==> config.mk <==
export PLATFORM = sky130hd
export DESIGN_NAME = power_domain_sequencer
export DESIGN_NICKNAME = d
export VERILOG_FILES = /design/src/rtl/power_domain_sequencer.sv
export SDC_FILE = /design/constraint.sdc
export NUM_CORES = 1
export LEC_CHECK = 0
export CAP_MARGIN = 20
export CORE_MARGIN = 2
export CORE_UTILIZATION = 43
export CTS_CLUSTER_SIZE = 28
export DETAILED_ROUTE_END_ITERATION = 16
export GPL_ROUTABILITY_DRIVEN = 1
export PLACE_DENSITY = 0.64
export REMOVE_ABC_BUFFERS = 1
export SLEW_MARGIN = 0
export SYNTH_ARGS = -nofsm -noshare
export SYNTH_HDL_FRONTEND = slang
export SYNTH_SLANG_ARGS = --single-unit
export TNS_END_PERCENT = 100
==> constraint.sdc <==
create_clock -name clk -period 3.87 [get_ports clk]
set_input_delay 1.161 -clock clk [delete_from_list [all_inputs] [get_ports clk]]
set_output_delay 1.161 -clock clk [all_outputs]
set_load 0.03 [all_outputs]
==> src/rtl/power_domain_sequencer.sv <==
// Power-up/power-down sequencer for N_DOM switchable domains: one shared FSM walks
// a single domain at a time through switch enable, settle, reset and isolation steps.
module power_domain_sequencer #(
  parameter int N_DOM   = 4,
  parameter int ISO_DLY = 4,
  parameter int SETTLE  = 8,
  parameter int TIMEOUT = 255
) (
  input  logic             clk,
  input  logic             reset,
  input  logic [N_DOM-1:0] pwr_req,
  input  logic [N_DOM-1:0] sw_ack,
  output logic [N_DOM-1:0] sw_en,
  output logic [N_DOM-1:0] iso_en,
  output logic [N_DOM-1:0] dom_rst,
  output logic [N_DOM-1:0] pwr_ack,
  output logic [N_DOM-1:0] pwr_err,
  output logic             busy,
  output logic [2:0]       state
);

  localparam logic [2:0] IDLE      = 3'd0;
  localparam logic [2:0] UP_SW     = 3'd1;
  localparam logic [2:0] UP_SETTLE = 3'd2;
  localparam logic [2:0] UP_ISO    = 3'd3;
  localparam logic [2:0] DN_ISO    = 3'd4;
  localparam logic [2:0] DN_SW     = 3'd5;

  localparam int IW = (N_DOM > 1) ? $clog2(N_DOM) : 1;

  localparam logic [15:0] ISO_LAST    = 16'(ISO_DLY - 1);
  localparam logic [15:0] SETTLE_LAST = 16'(SETTLE - 1);
  localparam logic [15:0] TO_LAST     = 16'(TIMEOUT - 1);

  logic [15:0]   cnt;
  logic [IW-1:0] cur;
  logic          found;
  logic [IW-1:0] sel;

  // Lowest-index domain whose request differs from its ack; failed domains are skipped.
  always_comb begin
    found = 1'b0;
    sel   = '0;
    for (int d = N_DOM - 1; d >= 0; d--) begin
      if ((pwr_req[d] != pwr_ack[d]) && !pwr_err[d]) begin
        found = 1'b1;
        sel   = IW'(d);
      end
    end
  end

  assign busy = (state != IDLE);

  always_ff @(posedge clk or posedge reset) begin
    if (reset) begin
      state   <= IDLE;
      cnt     <= '0;
      cur     <= '0;
      sw_en   <= '0;
      iso_en  <= '1;
      dom_rst <= '1;
      pwr_ack <= '0;
      pwr_err <= '0;
    end else begin
      case (state)
        IDLE: begin
          // A dropped request is the only way to acknowledge a switch failure.
          pwr_err <= pwr_err & pwr_req;
          if (found) begin
            cur <= sel;
            cnt <= '0;
            if (pwr_req[sel]) begin
              sw_en[sel] <= 1'b1;
              state      <= UP_SW;
            end else begin
              iso_en[sel] <= 1'b1;
              state       <= DN_ISO;
            end
          end
        end
        UP_SW: begin
          if (sw_ack[cur]) begin
            cnt   <= '0;
            state <= UP_SETTLE;
          end else if (cnt == TO_LAST) begin
            // Rail never came up: drop the switch, keep the domain isolated and in reset.
            sw_en[cur]   <= 1'b0;
            pwr_err[cur] <= 1'b1;
            cnt          <= '0;
            state        <= IDLE;
          end else begin
            cnt <= cnt + 16'd1;
          end
        end
        UP_SETTLE: begin
          if (cnt == SETTLE_LAST) begin
            dom_rst[cur] <= 1'b0;
            cnt          <= '0;
            state        <= UP_ISO;
          end else begin
            cnt <= cnt + 16'd1;
          end
        end
        UP_ISO: begin
          if (cnt == ISO_LAST) begin
            iso_en[cur]  <= 1'b0;
            pwr_ack[cur] <= 1'b1;
            cnt          <= '0;
            state        <= IDLE;
          end else begin
            cnt <= cnt + 16'd1;
          end
        end
        DN_ISO: begin
          if (cnt == ISO_LAST) begin
            dom_rst[cur] <= 1'b1;
            sw_en[cur]   <= 1'b0;
            cnt          <= '0;
            state        <= DN_SW;
          end else begin
            cnt <= cnt + 16'd1;
          end
        end
        DN_SW: begin
          if (!sw_ack[cur]) begin
            pwr_ack[cur] <= 1'b0;
            cnt          <= '0;
            state        <= IDLE;
          end else if (cnt == TO_LAST) begin
            pwr_err[cur] <= 1'b1;
            pwr_ack[cur] <= 1'b0;
            cnt          <= '0;
            state        <= IDLE;
          end else begin
            cnt <= cnt + 16'd1;
          end
        end
        default: begin
          cnt   <= '0;
          state <= IDLE;
        end
      endcase
    end
  end

endmodule

==> flow_summary.json <==
{
  "status": "finished, final reports clean",
  "nNetsFinal": 325,
  "place_inst": 378,
  "p_sw_uw": 1060,
  "core_area_um2": 5540,
  "grt_usage_pct": 21.3,
  "die_w_um": 80.2,
  "io_buffer_count": 33,
  "grt-ovfl-total": 0,
  "power.density_nw_per_um2": 742,
  "clock_sinks": 41,
  "fp.dieH_um": 80.2,
  "critPathMaxStageDelay_ns": 0.47,
  "ys_seq_area_share_pct": 41.5,
  "fillCellCount": 533,
  "clk_latency_ns": 0.29,
  "synthArstFlopShare_pct": 100,
  "clkTransAtPathRegs_ns": 0.08,
  "vias": 2279,
  "final.min_clock_period_ns": 3.12,
  "ctsResizeCount": 0,
  "fmax_mhz": 320,
  "worst_ep_required_time_ns": 4.06,
  "ys_warn_count": 0,
  "startpoint": "pwr_req[2]",
  "slew_headroom_pct": 55.1,
  "syn_avg_cell_area_um2": 8.91,
  "hold_class": "reg2reg",
  "crit_family": "compound AO/OA/AOI/OAI gates",
  "crit_slowest_cell": "nor3_2",
  "swShare_pct": 47.4,
  "cts_hold_buffers": 0,
  "gp_congestion": 0.893,
  "hold_path_startpoint": "iso_en[0]",
  "cts_root_buf": "clkbuf_8",
  "rows": 27,
  "setup_viol": 0,
  "antennaDiodeCount": 0,
  "finalNonFillerCells": 386,
  "grt_pass1_vias": 2054,
  "wl_per_cell_um": 16.4,
  "p_leak_uw": 0.00123,
  "cts_setup_buffers": 0,
  "worst-setup-path-type": "in2reg",
  "critPathCaptureType": "flip-flop",
  "drc_errors": 0,
  "synth_cells": 280,
  "antenna_left": 0,
  "dieArea_um2": 6430,
  "skew_ns": 0.00916,
  "synth_area_um2": 2500,
  "boundaryPins": 34,
  "area_delta_synth_final_pct": 20.3,
  "finalSetupTns_ns": 0,
  "path_buf_inv": 1,
  "finalCoreUtilization_pct": 54.2,
  "maxCapViolations": 0,
  "hpwl_um": 4630,
  "drive_gt1_share_pct": 12.7,
  "htree_levels": 2,
  "combPwrFrac_pct": 56.1,
  "worst_slew_pin_slew_ns": 0.669,
  "viasPerCell": 5.90,
  "irDropWorstVdd_v": 0.000320,
  "seq_power_share_pct": 30.8,
  "power.internal_uw": 1170,
  "mostFrequentLayoutCells": "dfrtp_1, clkdlybuf4s50_1, nor2_1, a21oi_1, nand2_1",
  "start_util_pct": 45.1,
  "crit_chain": "clkdlybuf4s50_1, xnor2_1, a2bb2o_2, nor3_2, a211oi_4, and2_2, a311oi_1",
  "fin_crit_sh_pct": 80.6,
  "synthFlopType": "dfrtp_1",
  "arrival_ns": 3.31,
  "first_iter_violations": 250,
  "cp-start-kind": "primary input",
  "ys_seq_elements": 41,
  "dr.pass1.iters": 4,
  "grt_setup_unrepaired": "false",
  "ys_types": 54,
  "cts_tree": "yes",
  "r2r-start": "cnt[0]",
  "postRouteWirelength_um": 6310,
  "hold_violations": 0,
  "antenna_found_initial": 0,
  "report.final.slew_viol_count": 0,
  "grt_pass1_wl_um": 10600,
  "cts_buffers": 5,
  "clk_path_buf_depth": 2,
  "grt_max_degree": 42,
  "synth_edf_count": 0,
  "path_max_fanout": 6,
  "clkPwrFrac_pct": 13.1
}
-- layer usage --
layer / wire [µm] / global-route usage (%) / vias to the layer above
li1: - / - / 1096
met5: 0 / 0 / -
met1: 3210 / 33.3 / 1128
met2: 2740 / 30.0 / 51
met4: 62 / 4.58 / 0
met3: 292 / 4.49 / 4
-- Yosys cell counts (all sizes together) (3+ instances only) --
| master | number | share of area [%] |
|---|---|---|
| nor2 | 22 | 3.3 |
| a31oi | 13 | 3.3 |
| xnor2 | 5 | 1.8 |
| or3 | 5 | 1.5 |
| dfstp | 8 | 8.4 |
| nor2b | 5 | 1.3 |
| a311oi | 4 | 1.4 |
| xor2 | 4 | 1.4 |
| a211oi | 4 | 1.7 |
| mux2 | 4 | 1.8 |
| nand2 | 21 | 3.2 |
| a21oi | 22 | 4.4 |
| nor3b | 5 | 1.5 |
| a21o | 3 | 0.90 |
| or2 | 4 | 1.0 |
| buf | 4 | 0.80 |
| nor3 | 9 | 2.2 |
| nand2b | 7 | 1.8 |
| and2 | 3 | 0.80 |
| o21ai | 21 | 4.2 |
| nand3 | 14 | 2.8 |
| nand4 | 3 | 1.0 |
| and3 | 8 | 2.1 |
| inv | 10 | 1.5 |
| a41oi | 5 | 1.8 |
| nor4 | 3 | 1.6 |
| dfrtp | 33 | 33 |
| clkbuf | 10 | 1.5 |
-- kinds of logic (layout without fill, tap and decap cells) --
logic type | after synthesis | after routing | share of synthesized area, %
muxes | 6 | 6 | 3.11
buffers and inverters | 24 | 58 | 3.81
xor gates and xnor gates | 9 | 9 | 3.16
AOI/OAI and AO/OA | 84 | 84 | 21.8
DFF | 41 | 41 | 41.5
and+or+nand+nor | 114 | 114 | 25.6
adders and majority gates | 2 | 2 | 1.00
-- area by class of cell --
type | instances | area (µm²) | share of cell area [%]
Timing Repair Buffer | 40 | 383 | 12.8
Inverter | 10 | 37.5 | 1.25
Sequential cell | 41 | 1040 | 34.5
Tap cell | 72 | 90.1 | 3.00
Multi-Input combinational cell | 215 | 1370 | 45.5
Clock buffer | 8 | 90.1 | 3.00
-- power groups by stage --
| stage | sequential (µW) | combinational, µW | clock [µW] |
|---|---|---|---|
| detailed placement | 692 | 1240 | 0 |
| floorplan | 830 | 664 | 0 |
| global route | 707 | 1370 | 314 |
| finish | 686 | 1250 | 291 |
| global placement | 692 | 1230 | 0 |
| CTS | 683 | 1240 | 298 |
-- path summary, 6_finish.rpt --
| check | depth (start not counted) | slack (ns) | to |
|---|---|---|---|
| hold reg to reg | 2 | 0.49 | iso_en[0] |
| max in group asynchronous | 3 | 2.19 | async pin |
| hold / removal | 2 | 0.49 | iso_en[0] |
| setup / recovery | 7 | 0.75 | sw_en[0] |
| min in group asynchronous | 3 | 1.29 | cnt[12] |
| setup reg to reg | 7 | 1.30 | cnt[12] |
-- metrics by stage --
stage	cell area [µm²]	hold slack, ns	worst slack (ns)	power (µW)
floorplan	2440	0.508	1.08	1490
global route	3000	0.508	0.605	2390
detailed placement	2910	0.487	0.468	1930
CTS	3000	0.499	0.745	2230
global placement	2910	0.476	0.554	1920
finish	3000	0.490	0.750	2230
-- worst register-to-register path: stages, from the launching register on --
cell and delay, ns:
dfrtp_1 0.48, ha_1 0.44, nor3b_1 0.23, nand4_1 0.25, a21oi_1 0.26, and3_1 0.42, o21ai_0 0.16, a22o_1 0.24
No activity file was read; power rests on OpenSTA's default activity.
